--- src/rtl/mem_port_arbiter_if.sv ---
// Bundle of every non-clock signal of mem_port_arbiter.
//   slave  : arbiter view (requests and RAM read data in; done/rdata, RAM strobes, stalls out)
//   master : environment view (IF/MEM requesters, RAM model, pipeline controller)
// Signals:
//   if_req/if_addr/if_done/if_rdata                        instruction fetch requester
//   mem_req/mem_we/mem_addr/mem_size/mem_wdata/
//   mem_done/mem_rdata                                     load/store requester
//   ram_addr/ram_wdata/ram_we/ram_re/ram_rdata             byte-wide RAM port
//   stallreq_if/stallreq_mem                               stall requests to the pipeline
interface mem_port_arbiter_if #(
   parameter int unsigned ADDR_W = 32
) ();

   logic              if_req;
   logic [ADDR_W-1:0] if_addr;
   logic              if_done;
   logic [31:0]       if_rdata;

   logic              mem_req;
   logic              mem_we;
   logic [ADDR_W-1:0] mem_addr;
   logic [1:0]        mem_size;
   logic [31:0]       mem_wdata;
   logic              mem_done;
   logic [31:0]       mem_rdata;

   logic [ADDR_W-1:0] ram_addr;
   logic [7:0]        ram_wdata;
   logic              ram_we;
   logic              ram_re;
   logic [7:0]        ram_rdata;

   logic              stallreq_if;
   logic              stallreq_mem;

   modport slave (
      input  if_req, if_addr, mem_req, mem_we, mem_addr, mem_size, mem_wdata, ram_rdata,
      output if_done, if_rdata, mem_done, mem_rdata, ram_addr, ram_wdata, ram_we, ram_re,
             stallreq_if, stallreq_mem
   );

   modport master (
      output if_req, if_addr, mem_req, mem_we, mem_addr, mem_size, mem_wdata, ram_rdata,
      input  if_done, if_rdata, mem_done, mem_rdata, ram_addr, ram_wdata, ram_we, ram_re,
             stallreq_if, stallreq_mem
   );

endinterface

--- src/rtl/mem_port_arbiter.sv ---
// Shares one byte-wide RAM port between instruction fetch (IF) and load/store (MEM).
// MEM has fixed priority. Each 1/2/4-byte transaction is serialised into byte accesses on a
// registered RAM port; load bytes are assembled little-endian and returned zero-extended.
// Ports:
//   clk  : clock, all state updates on rising edge
//   rst  : synchronous active-high reset
//   bus  : mem_port_arbiter_if.slave (requesters, RAM port, stall requests)
module mem_port_arbiter #(
   parameter int unsigned ADDR_W = 32
) (
   input  logic                clk,
   input  logic                rst,
   mem_port_arbiter_if.slave   bus
);

   typedef enum logic [1:0] {StIdle, StIssue, StDrain, StDone} state_e;

   state_e            state_q, state_d;
   logic              owner_q, owner_d;       // 1 = MEM, 0 = IF
   logic              we_q, we_d;
   logic [1:0]        last_q, last_d;         // index of the final byte (N-1)
   logic [31:0]       wdata_q, wdata_d;
   logic [1:0]        idx_q, idx_d;
   logic [ADDR_W-1:0] ram_addr_q, ram_addr_d;
   logic [7:0]        ram_wdata_q, ram_wdata_d;
   logic              ram_we_q, ram_we_d;
   logic              ram_re_q, ram_re_d;
   logic              cap_vld_q, cap_vld_d;   // ram_rdata holds a byte this cycle
   logic [1:0]        cap_idx_q, cap_idx_d;   // which byte of the word it is
   logic [31:0]       asm_q, asm_d;
   logic [31:0]       if_rdata_q, if_rdata_d;
   logic [31:0]       mem_rdata_q, mem_rdata_d;

   logic [1:0]        mem_last;
   logic              sel_we;
   logic [ADDR_W-1:0] sel_addr;
   logic [31:0]       sel_wdata;

   // Size 3 is treated as a word.
   always_comb begin
      mem_last = 2'd3;
      unique case (bus.mem_size)
         2'd0:    mem_last = 2'd0;
         2'd1:    mem_last = 2'd1;
         default: mem_last = 2'd3;
      endcase
   end

   // Fetches are always 4-byte reads.
   always_comb begin
      sel_we    = bus.mem_req & bus.mem_we;
      sel_addr  = bus.mem_req ? bus.mem_addr : bus.if_addr;
      sel_wdata = bus.mem_req ? bus.mem_wdata : 32'h0;
   end

   always_comb begin
      state_d     = state_q;
      owner_d     = owner_q;
      we_d        = we_q;
      last_d      = last_q;
      wdata_d     = wdata_q;
      idx_d       = idx_q;
      ram_addr_d  = ram_addr_q;
      ram_wdata_d = ram_wdata_q;
      ram_we_d    = 1'b0;
      ram_re_d    = 1'b0;
      // RAM returns data one cycle after the read strobe, so capture trails issue by a cycle.
      cap_vld_d   = ram_re_q;
      cap_idx_d   = idx_q;
      asm_d       = asm_q;
      if_rdata_d  = if_rdata_q;
      mem_rdata_d = mem_rdata_q;

      if (cap_vld_q) begin
         asm_d[{cap_idx_q, 3'b000} +: 8] = bus.ram_rdata;
      end

      unique case (state_q)
         StIdle: begin
            if (bus.mem_req || bus.if_req) begin
               owner_d     = bus.mem_req;
               we_d        = sel_we;
               last_d      = bus.mem_req ? mem_last : 2'd3;
               wdata_d     = sel_wdata;
               idx_d       = 2'd0;
               asm_d       = 32'h0;
               ram_addr_d  = sel_addr;
               ram_wdata_d = sel_wdata[7:0];
               ram_we_d    = sel_we;
               ram_re_d    = ~sel_we;
               state_d     = StIssue;
            end
         end
         StIssue: begin
            if (idx_q == last_q) begin
               state_d = we_q ? StDone : StDrain;
            end else begin
               idx_d       = idx_q + 2'd1;
               ram_addr_d  = ram_addr_q + 1'b1;   // wraps modulo 2^ADDR_W
               ram_wdata_d = wdata_q[{idx_d, 3'b000} +: 8];
               ram_we_d    = we_q;
               ram_re_d    = ~we_q;
            end
         end
         StDrain: begin
            // asm_d already holds the final byte, so rdata is valid during DONE.
            if (owner_q) begin
               mem_rdata_d = asm_d;
            end else begin
               if_rdata_d = asm_d;
            end
            state_d = StDone;
         end
         StDone: begin
            state_d = StIdle;
         end
         default: begin
            state_d = StIdle;
         end
      endcase
   end

   always_ff @(posedge clk) begin
      if (rst) begin
         state_q     <= StIdle;
         owner_q     <= 1'b0;
         we_q        <= 1'b0;
         last_q      <= 2'd0;
         wdata_q     <= 32'h0;
         idx_q       <= 2'd0;
         ram_addr_q  <= '0;
         ram_wdata_q <= 8'h0;
         ram_we_q    <= 1'b0;
         ram_re_q    <= 1'b0;
         cap_vld_q   <= 1'b0;
         cap_idx_q   <= 2'd0;
         asm_q       <= 32'h0;
         if_rdata_q  <= 32'h0;
         mem_rdata_q <= 32'h0;
      end else begin
         state_q     <= state_d;
         owner_q     <= owner_d;
         we_q        <= we_d;
         last_q      <= last_d;
         wdata_q     <= wdata_d;
         idx_q       <= idx_d;
         ram_addr_q  <= ram_addr_d;
         ram_wdata_q <= ram_wdata_d;
         ram_we_q    <= ram_we_d;
         ram_re_q    <= ram_re_d;
         cap_vld_q   <= cap_vld_d;
         cap_idx_q   <= cap_idx_d;
         asm_q       <= asm_d;
         if_rdata_q  <= if_rdata_d;
         mem_rdata_q <= mem_rdata_d;
      end
   end

   assign bus.ram_addr     = ram_addr_q;
   assign bus.ram_wdata    = ram_wdata_q;
   assign bus.ram_we       = ram_we_q;
   assign bus.ram_re       = ram_re_q;
   assign bus.if_done      = (state_q == StDone) && !owner_q;
   assign bus.mem_done     = (state_q == StDone) && owner_q;
   assign bus.if_rdata     = if_rdata_q;
   assign bus.mem_rdata    = mem_rdata_q;
   assign bus.stallreq_if  = bus.if_req && !bus.if_done;
   assign bus.stallreq_mem = bus.mem_req && !bus.mem_done;

endmodule

--- src/flat_wrapper.sv ---
// flat-port wrapper written by rule: the top's interface ports become plain ports
module mem_port_arbiter_flat 
#(
   parameter int unsigned ADDR_W = 32
)
  (clk, rst, bus_if_req, bus_if_addr, bus_mem_req, bus_mem_we, bus_mem_addr, bus_mem_size, bus_mem_wdata, bus_ram_rdata, bus_if_done, bus_if_rdata, bus_mem_done, bus_mem_rdata, bus_ram_addr, bus_ram_wdata, bus_ram_we, bus_ram_re, bus_stallreq_if, bus_stallreq_mem);
  mem_port_arbiter_if #(.ADDR_W(ADDR_W)) bus_i ();
  input  logic clk;
  input  logic rst;
  input wire logic [$bits(bus_i.if_req)-1:0] bus_if_req;
  input wire logic [$bits(bus_i.if_addr)-1:0] bus_if_addr;
  input wire logic [$bits(bus_i.mem_req)-1:0] bus_mem_req;
  input wire logic [$bits(bus_i.mem_we)-1:0] bus_mem_we;
  input wire logic [$bits(bus_i.mem_addr)-1:0] bus_mem_addr;
  input wire logic [$bits(bus_i.mem_size)-1:0] bus_mem_size;
  input wire logic [$bits(bus_i.mem_wdata)-1:0] bus_mem_wdata;
  input wire logic [$bits(bus_i.ram_rdata)-1:0] bus_ram_rdata;
  output wire logic [$bits(bus_i.if_done)-1:0] bus_if_done;
  output wire logic [$bits(bus_i.if_rdata)-1:0] bus_if_rdata;
  output wire logic [$bits(bus_i.mem_done)-1:0] bus_mem_done;
  output wire logic [$bits(bus_i.mem_rdata)-1:0] bus_mem_rdata;
  output wire logic [$bits(bus_i.ram_addr)-1:0] bus_ram_addr;
  output wire logic [$bits(bus_i.ram_wdata)-1:0] bus_ram_wdata;
  output wire logic [$bits(bus_i.ram_we)-1:0] bus_ram_we;
  output wire logic [$bits(bus_i.ram_re)-1:0] bus_ram_re;
  output wire logic [$bits(bus_i.stallreq_if)-1:0] bus_stallreq_if;
  output wire logic [$bits(bus_i.stallreq_mem)-1:0] bus_stallreq_mem;
  assign bus_i.if_req = bus_if_req;
  assign bus_i.if_addr = bus_if_addr;
  assign bus_i.mem_req = bus_mem_req;
  assign bus_i.mem_we = bus_mem_we;
  assign bus_i.mem_addr = bus_mem_addr;
  assign bus_i.mem_size = bus_mem_size;
  assign bus_i.mem_wdata = bus_mem_wdata;
  assign bus_i.ram_rdata = bus_ram_rdata;
  assign bus_if_done = bus_i.if_done;
  assign bus_if_rdata = bus_i.if_rdata;
  assign bus_mem_done = bus_i.mem_done;
  assign bus_mem_rdata = bus_i.mem_rdata;
  assign bus_ram_addr = bus_i.ram_addr;
  assign bus_ram_wdata = bus_i.ram_wdata;
  assign bus_ram_we = bus_i.ram_we;
  assign bus_ram_re = bus_i.ram_re;
  assign bus_stallreq_if = bus_i.stallreq_if;
  assign bus_stallreq_mem = bus_i.stallreq_mem;
  mem_port_arbiter #(.ADDR_W(ADDR_W)) u_core (.clk(clk), .rst(rst), .bus(bus_i));
endmodule
--- config.mk ---
export PLATFORM = sky130hd
export DESIGN_NAME = mem_port_arbiter_flat
export DESIGN_NICKNAME = d
export VERILOG_FILES = /design/src/rtl/mem_port_arbiter_if.sv /design/src/rtl/mem_port_arbiter.sv /design/src/flat_wrapper.sv
export SDC_FILE = /design/constraint.sdc
export NUM_CORES = 1
export LEC_CHECK = 0
export BUFFER_PORTS_ARGS = -buffer_cell sky130_fd_sc_hd__buf_4
export CELL_PAD_IN_SITES_DETAIL_PLACEMENT = 1
export CELL_PAD_IN_SITES_GLOBAL_PLACEMENT = 2
export CORE_MARGIN = 5
export CORE_UTILIZATION = 28
export CTS_CLUSTER_DIAMETER = 100
export DETAILED_ROUTE_END_ITERATION = 16
export GPL_TIMING_DRIVEN = 0
export PLACE_DENSITY_LB_ADDON = 0.05
export SYNTH_ARGS = -nofsm -noshare
export SYNTH_HDL_FRONTEND = slang
export SYNTH_SLANG_ARGS = --single-unit
--- constraint.sdc ---
create_clock -name clk -period 2.1 [get_ports clk]
set_input_delay 0 -clock clk [delete_from_list [all_inputs] [get_ports clk]]
set_output_delay 0 -clock clk [all_outputs]
set_load 0.005 [all_outputs]
==> impl_metrics.yaml, run 1 <==
run_status:
  status: "finished, final reports clean"
placed_design:
  dpl_cell_area_um2: 9980
  pre_cts_slack_ps: -637
  hpwl_um: 24100
  numPortBuffers: 219
  gp_congestion: 0.827
floorplan:
  core_um2: 27800
  die_w_um: 178
  die-area_um2: 31500
  fp-row-count: 61
  pin_count: 221
  initial_core_util: 0.283
  die_h_um: 178
clock_tree:
  cts_made_buffers: 17
  root_buffer: "clkbuf_16"
  clkTransAtPathRegs_ps: 90
  clock-sinks: 181
  clock_latency_ps: 430
  cts_max_path_buffers: 2
  cts_max_level: 4
  cts_tree: "built"
synth:
  yosys_most_used_dff: "dfxtp_1"
  synth-compound-area-share: 0.249
  syn_area_um2: 7860
  yosys.area.top_type: "dfxtp_1"
  synth-edff-count: 0
  ys_seq_area_frac: 0.461
  avgSynthCellArea_um2: 9.17
  yosys-mux-area-fraction: 0.0567
  synth_xor_area_frac: 0.00223
  async_flop_share: 0
  synthAdderAreaFrac: 0.0159
  synth_top_area_share: 0.461
  synth_cell_types: 68
  synth_top_family_by_area: "compound AO/OA/AOI/OAI gates"
  yosysWarnings: 0
  ys_top_cells_by_area: "dfxtp_1, a211oi_1, nor2_1"
  synthCells: 857
  yosys.area_share.simple: 0.174
  synth-seq-cells: 181
  synthesis.nets: 978
finish:
  final_area_um2: 11600
  antenna_cells: 0
  nets: 1290
  num-fill-cells: 3246
  utilization: 0.419
  syn_to_final_growth_pct: 48.2
  drive_gt1_frac: 0.323
global_route:
  gr-usage-all-layers: 0.205
  grt_pass1_vias: 8352
  grt_pass1_wl_um: 49900
  grt_max_degree: 21
  antenna_found_initial: 0
  grt_overflow: 0
routing:
  drc: 0
  maxUsedRoutingLayer: "met4"
  post_drt_wl_per_cell_um: 21.1
  dr.pass1.iters: 5
  wl_met2_um: 16100
  vias: 7945
  dr_wl_met3_um: 1380
  wl_met1_um: 15000
  wl_um: 32900
  vias_per_cell: 5.09
  detail-route-antenna-nets: 0
  drt_iter0_markers: 436
critical_path:
  criticalPathCategory: "reg -> reg"
  r2r_slack_ps: 30
  crit_required_ps: 2430
  crit-reg2reg-launch: "u_core.state_q[0]$_SDFFE_PP0P_"
  crit_start: "u_core.state_q[0]$_SDFFE_PP0P_"
  cp.arrival_ps: 2400
  endpoint_kind: "register"
  crit_path_max_fanout: 10
  crit_path_start_kind: "register"
timing:
  max_freq_mhz: 483
  finClkSkew_ps: 17.2
  hold_viol_final: 0
  finalHoldWorstSlack_ps: 11.5
  fin_crit_ps: 2070
  finalSetupViolCount: 0
  report.final.slew_viol_count: 0
  slew_headroom: 0.380
  worst_pin_slew_ps: 930
  timing.final.crit_share: 0.986
  setup_slack_ps: 29.1
worst_hold_path:
  min_from: "bus_if_addr[8]"
  hp-class: "in -> reg"
pwr:
  powerDensity_nw_per_um2: 1270
  p_leak_nw: 4.65
  ir_drop_uv: 657
run:
  drv_cap: 0
## kinds of logic after synthesis
logic type | Yosys count
mux | 34
simple gates | 284
compound gates | 267
flops | 181
buf+inv | 79
fa+ha+maj | 10
xor+xnor | 2
## cell usage after synthesis (all sizes together) (9+ instances only)
cell,instances
a211oi,83
a21oi,41
a22o,24
a22oi,32
a32o,10
and3,14
buf,21
clkbuf,46
dfxtp,181
ha,10
inv,12
mux2i,22
nand2,39
nand3,16
nand4,10
nor2,137
nor2b,12
nor3,21
nor4,9
o21ai,32
## layer usage
metal,vias to the layer above,GRT usage
met1,3893,0.272
li1,3827,-
met3,27,0.0345
met4,0,0.0451
met2,198,0.352
met5,-,0
## power by group
part	internal, mW	switching (mW)
sequential	4.20	0.703
clock	1.66	1.69
combinational	2.99	3.60
## stage by stage
stage	setup TNS, ps	total power [mW]	cells
global placement	-49310	10.5	1454
CTS	-13.3	14.7	1556
global route	-3.09	15.8	1560
detailed placement	-51760	10.5	1454
floorplan	0	7.86	857
finish	0	14.9	1560
## path summary, 6_finish.rpt
| kind | to | cells past startpoint |
|---|---|---|
| worst max-delay path | u_core.bus.ram_addr[30]$_SDFFE_PP0P_ | 10 |
| worst max register to register | u_core.bus.ram_addr[30]$_SDFFE_PP0P_ | 10 |
| worst min register to register | u_core.wdata_q[7]$_SDFFE_PP0P_ | 1 |
| worst min-delay path | u_core.bus.ram_addr[8]$_SDFFE_PP0P_ | 5 |
## layout make-up
cell class              instances  area (um^2)  share of cell area
multi-input cells             597         4140               0.356
clock buffers                  18          439              0.0377
flip-flops and latches        181         3630               0.312
well taps                     378          473              0.0406
clock inverters                14          175              0.0150
repair buffers                297         2380               0.204
plain buffers                  63          362              0.0310
inverters                      12         45.0             0.00387
## state kept, by name (all words and copies together) (netlist names), 8 cells and up
register / flops
u_core.asm_q: 32
u_core.wdata_q: 32
u_core.bus.if_rdata: 32
u_core.bus.ram_wdata: 8
u_core.bus.mem_rdata: 32
u_core.bus.ram_addr: 32
## worst max-delay path: stages, from the launching register on
cell and delay (ps):
dfxtp_4 350, inv_1 60, ha_2 170, buf_6 120, nor3b_4 150, buf_6 130
a211o_4 320, buf_12 170, o311a_4 130, a211o_1 280, o221a_2 120
## timing repair
action | CTS | global route
hold buffers | 51 | 0
buffers inserted | 20 | 7
gates resized for setup | 62 | 44
cloned | 1 | 0
hold endpoints to repair | 68 | 0
pin swaps | 9 | 7
setup endpoints to repair | 171 | 109
## cell usage in the layout (no fill, tap or decap), drive strengths merged, types with 12 or more instances in the layout
cell and instances:
dfxtp 181, a21oi 41, nand2 39, mux2i 22
nand3 16, nor3 21, o21ai 32, a22oi 32
buf 268, a22o 24, nor2b 12, nor2 137
inv 21, clkbuf 59, a211oi 83, dlygate4sd3 51
and3 14
Power figures use the tool's default switching activity.
==> run 2: changes to the inputs <==
CORE_UTILIZATION = 29   (was 28)
CTS_BUF_LIST = sky130_fd_sc_hd__clkbuf_4   (was default)
SLEW_MARGIN = 20   (was default)
==> run 2 against run 1 <==
Against the previous run:
- global-route usage rose by 0.81 points
- register-to-register slack barely moved
- combinational power rose by 3%
- critical path depth fell by 4
- routed wire length rose by 1.8%
- via count rose by 4.0%
- utilization rose by 2.4 points
- largest cell class unchanged
- cell area rose by 2.0%
- largest power group unchanged
- critical endpoint is now u_core.bus.ram_addr[22]$_SDFFE_PP0P_
- non-clock buffer count rose by 58
==> impl_metrics.yaml, run 2 (synthesized netlist as in run 1, its figures left out) <==
clock_tree:
  clock_latency_ps: 610
  cts_max_level: 4
  root_buffer: "clkbuf_4"
  cts_max_path_buffers: 2
  clock-sinks: 181
  cts_made_buffers: 17
  cts_tree: "built"
  clkTransAtPathRegs_ps: 210
pwr:
  ir_drop_uv: 695
  total_power_mw: 13.9
  powerDensity_nw_per_um2: 1170
  p_leak_nw: 4.77
routing:
  post_drt_wl_per_cell_um: 21.2
  wl_um: 33500
  drt_iter0_markers: 395
  vias: 8263
  drc: 0
  vias_per_cell: 5.22
  detail-route-antenna-nets: 0
  dr.pass1.iters: 5
floorplan:
  initial_core_util: 0.293
  die-area_um2: 30500
  pin_count: 221
  core_um2: 26800
  die_w_um: 175
  fp-row-count: 60
  die_h_um: 175
run:
  drv_cap: 0
run_status:
  status: "finished, final reports clean"
finish:
  drive_gt1_frac: 0.316
  layout_common_cells: "buf_4, dfxtp_1, nor2_1"
  final_area_um2: 11900
  nets: 1348
  syn_to_final_growth_pct: 51.2
  layout_commonest_cell: "buf_4"
placed_design:
  pre_cts_slack_ps: -591
  gp_congestion: 0.799
  hpwl_um: 23700
  dpl_cell_area_um2: 9930
  numPortBuffers: 219
timing:
  hold_viol_final: 0
  report.final.slew_viol_count: 0
  finClkSkew_ps: 37.1
  timing.final.crit_share: 0.987
  max_freq_mhz: 482
  finalSetupViolCount: 0
  rsz0062_at_grt: "true"
  slew_headroom: 0.402
  fin_crit_ps: 2070
  finalHoldWorstSlack_ps: 20.8
  setup_slack_ps: 27.2
  worst_pin_slew_ps: 898
global_route:
  grt_max_degree: 20
  grt_pass1_wl_um: 51100
  grt_pass1_vias: 8732
  grt_overflow: 0
  gr-usage-all-layers: 0.213
  antenna_found_initial: 1
critical_path:
  crit_path_max_fanout: 10
  crit_required_ps: 2610
  crit_path_start_kind: "register"
  cp.arrival_ps: 2580
  endpoint_kind: "register"
  criticalPathCategory: "reg -> reg"
worst_hold_path:
  hp-class: "in -> reg"
[run 2: timing repair]
action	CTS	global route
endpoints found under the hold margin	165	0
endpoints found under the setup margin	171	148
setup buffers	23	6
gates resized for setup	58	66
hold buffers	106	0
pin swaps	10	5
[run 2: metal layers]
metal | global-route usage | part of all wire
met1 | 0.277 | 0.45
met2 | 0.374 | 0.50
met3 | 0.0329 | 0.039
met4 | 0.0504 | 0.011
met5 | 0 | 0
[run 2: critical path, stage by stage (launching register included)]
cell,delay (ps)
dfxtp_1,470
nand4_1,280
nor4_4,470
buf_6,210
and4_1,200
o21ai_1,70
a221oi_2,270
[run 2: power by group]
part | total [mW] | switching, mW | internal (mW)
Combinational | 6.80 | 3.65 | 3.15
Sequential | 4.93 | 0.713 | 4.22
Clock | 2.18 | 1.52 | 0.666
Total | 13.9 | 5.88 | 8.03
[run 2: final timing paths]
path / from / end / slack [ps] / cells after the start
min reg2reg: u_core.bus.ram_re$_SDFF_PP0_ / u_core.cap_vld_q$_SDFF_PP0_ / 470 / 1
max: u_core.bus.ram_addr[7]$_SDFFE_PP0P_ / u_core.bus.ram_addr[22]$_SDFFE_PP0P_ / 30 / 6
min: bus_mem_addr[27] / u_core.bus.ram_addr[27]$_SDFFE_PP0P_ / 20 / 5
max reg2reg: u_core.bus.ram_addr[7]$_SDFFE_PP0P_ / u_core.bus.ram_addr[22]$_SDFFE_PP0P_ / 30 / 6
[run 2: cell type report]
cell class                 instances  area [um^2]
clock buffer                      17          128
buffer                            65          369
sequential                       181         3650
inverter                          12         45.0
timing repair buffer             353         2940
clock inverter                    15          185
multi-input combinational        597         4140
antenna                            1         2.50
tap                              341          427
fill                            3060        14900
[run 2: through the flow]
stage | std cells | util | setup TNS, ps
2_1_floorplan | 857 | - | 0
3_3_place_gp | 1417 | 0.371 | -45400
3_5_place_dp | 1417 | 0.371 | -50300
4_1_cts | 1575 | 0.436 | 0
5_1_grt | 1582 | 0.443 | -113
6_report | 1582 | 0.443 | 0
==> run 3: changes to the inputs <==
CTS_BUF_LIST = sky130_fd_sc_hd__clkbuf_8   (was sky130_fd_sc_hd__clkbuf_4)
==> run 3 against run 2 <==
Against the previous run:
- sequential power is essentially flat
- first-iteration DRC count grew 5.6%
- final cell count shrank 1.8%
- via count shrank 1.7%
==> impl_metrics.yaml, run 3 (synthesized netlist as in run 1, its figures left out) <==
run_status:
  status: "finished, final reports clean"
floorplan:
  die_h_um: 175
  initial_core_util: 0.293
  die_w_um: 175
  fp-row-count: 60
  pin_count: 221
  core_um2: 26800
  die-area_um2: 30500
clock_tree:
  cts_max_level: 4
  clkTransAtPathRegs_ps: 120
  root_buffer: "clkbuf_8"
  cts_made_buffers: 17
  clock-sinks: 181
  cts_tree: "built"
  cts_max_path_buffers: 2
  clock_latency_ps: 480
global_route:
  gr-usage-all-layers: 0.210
  grt_pass1_wl_um: 50400
  grt_pass1_vias: 8511
  antenna_found_initial: 0
  grt_max_degree: 20
  grt_overflow: 0
critical_path:
  endpoint_kind: "register"
  crit_path_end: "u_core.bus.ram_wdata[5]$_SDFFE_PP0P_"
  crit_required_ps: 2430
  ff2ff_path_depth: 9
  crit_path_start_kind: "register"
  criticalPathCategory: "reg -> reg"
  cp.arrival_ps: 2390
  crit_start: "u_core.state_q[0]$_SDFFE_PP0P_"
  crit-reg2reg-launch: "u_core.state_q[0]$_SDFFE_PP0P_"
  crit_path_max_fanout: 7
  r2r-end: "u_core.bus.ram_wdata[5]$_SDFFE_PP0P_"
  r2r_slack_ps: 40
placed_design:
  numPortBuffers: 219
  hpwl_um: 23700
  gp_congestion: 0.799
finish:
  nets: 1321
  utilization: 0.436
  drive_gt1_frac: 0.328
  layout_commonest_cell: "buf_4"
  antenna_cells: 0
  syn_to_final_growth_pct: 48.8
  layout_common_cells: "buf_4, dfxtp_1, nor2_1"
routing:
  vias_per_cell: 5.22
  detail-route-antenna-nets: 0
  post_drt_wl_per_cell_um: 21.2
  vias: 8119
  wl_um: 32900
  drc: 0
  dr.pass1.iters: 5
  drt_iter0_markers: 417
run:
  drv_cap: 0
timing:
  worst_pin_slew_ps: 879
  report.final.slew_viol_count: 0
  fin_crit_ps: 2060
  slew_headroom: 0.414
  finalSetupViolCount: 0
  timing.final.crit_share: 0.983
  setup-tns-final_ps: 0
  max_freq_mhz: 485
  finClkSkew_ps: 28.7
  hold_viol_final: 0
  finalHoldWorstSlack_ps: 8.46
pwr:
  p_leak_nw: 4.71
  ir_drop_uv: 689
  powerDensity_nw_per_um2: 1220
worst_hold_path:
  hp-class: "in -> reg"
==> run 3: timing repair <==
item / CTS / global route
endpoints found under the setup margin: 171 / 146
setup buffers: 21 / 10
gates cloned: 1 / 0
hold buffers: 75 / 0
resized for setup: 55 / 71
endpoints found under the hold margin: 96 / 0
pin swaps: 12 / 8
==> run 3: critical path: stages, from the launching register on <==
cell	delay, ps
dfxtp_4	360
buf_4	150
ha_1	240
nand2b_2	270
nor2_4	280
nor2_4	60
buf_6	150
buf_12	130
a211oi_2	210
nor3_1	80
==> run 3: worst min-delay path by stage <==
stage                                 start  slack (ps)  cells after the start                                    to
after floorplan                  bus_if_req         120                      1                       bus_stallreq_if
after global placement    bus_mem_wdata[30]         210                      2       u_core.wdata_q[30]$_SDFFE_PP0P_
after detailed placement  bus_mem_wdata[30]         210                      2       u_core.wdata_q[30]$_SDFFE_PP0P_
after CTS                   bus_if_addr[31]           2                      5  u_core.bus.ram_addr[31]$_SDFFE_PP0P_
after global routing        bus_if_addr[30]           6                      3  u_core.bus.ram_addr[30]$_SDFFE_PP0P_
final                       bus_if_addr[31]           8                      5  u_core.bus.ram_addr[31]$_SDFFE_PP0P_
==> run 3: routing by layer <==
layer  GRT usage  vias up  part of all wire
met2       0.366      208              0.49
met5           0        -                 0
li1            -     3879                 -
met1       0.276     4004              0.45
met4      0.0442        0             0.012
met3      0.0322       28             0.040
==> run 3: where the power goes <==
part	switching (mW)	internal, mW	total [mW]
combinational	3.65	3.17	6.82
sequential	0.704	4.21	4.92
clock	1.55	1.02	2.57
total	5.90	8.40	14.3
==> run 3: layout make-up <==
type / count / area (um^2)
fillers: 3050 / 15100
multi-input cells: 597 / 4130
flip-flops and latches: 181 / 3640
repair buffers: 326 / 2660
well taps: 341 / 427
plain buffers: 65 / 364
clock buffers: 17 / 234
clock inverters: 15 / 185
inverters: 12 / 45.0
==> run 3: metrics by stage <==
stage | setup WS [ps] | instance area (um^2) | std cells | power, mW
finish | 36.4 | 11700 | 1554 | 14.3
global route | -15.6 | 11700 | 1554 | 15.3
CTS | 0.276 | 11500 | 1545 | 14.1
detailed placement | -591 | 9930 | 1417 | 10.5
global placement | -598 | 9930 | 1417 | 10.4
floorplan | 96.2 | 7860 | 857 | 7.86
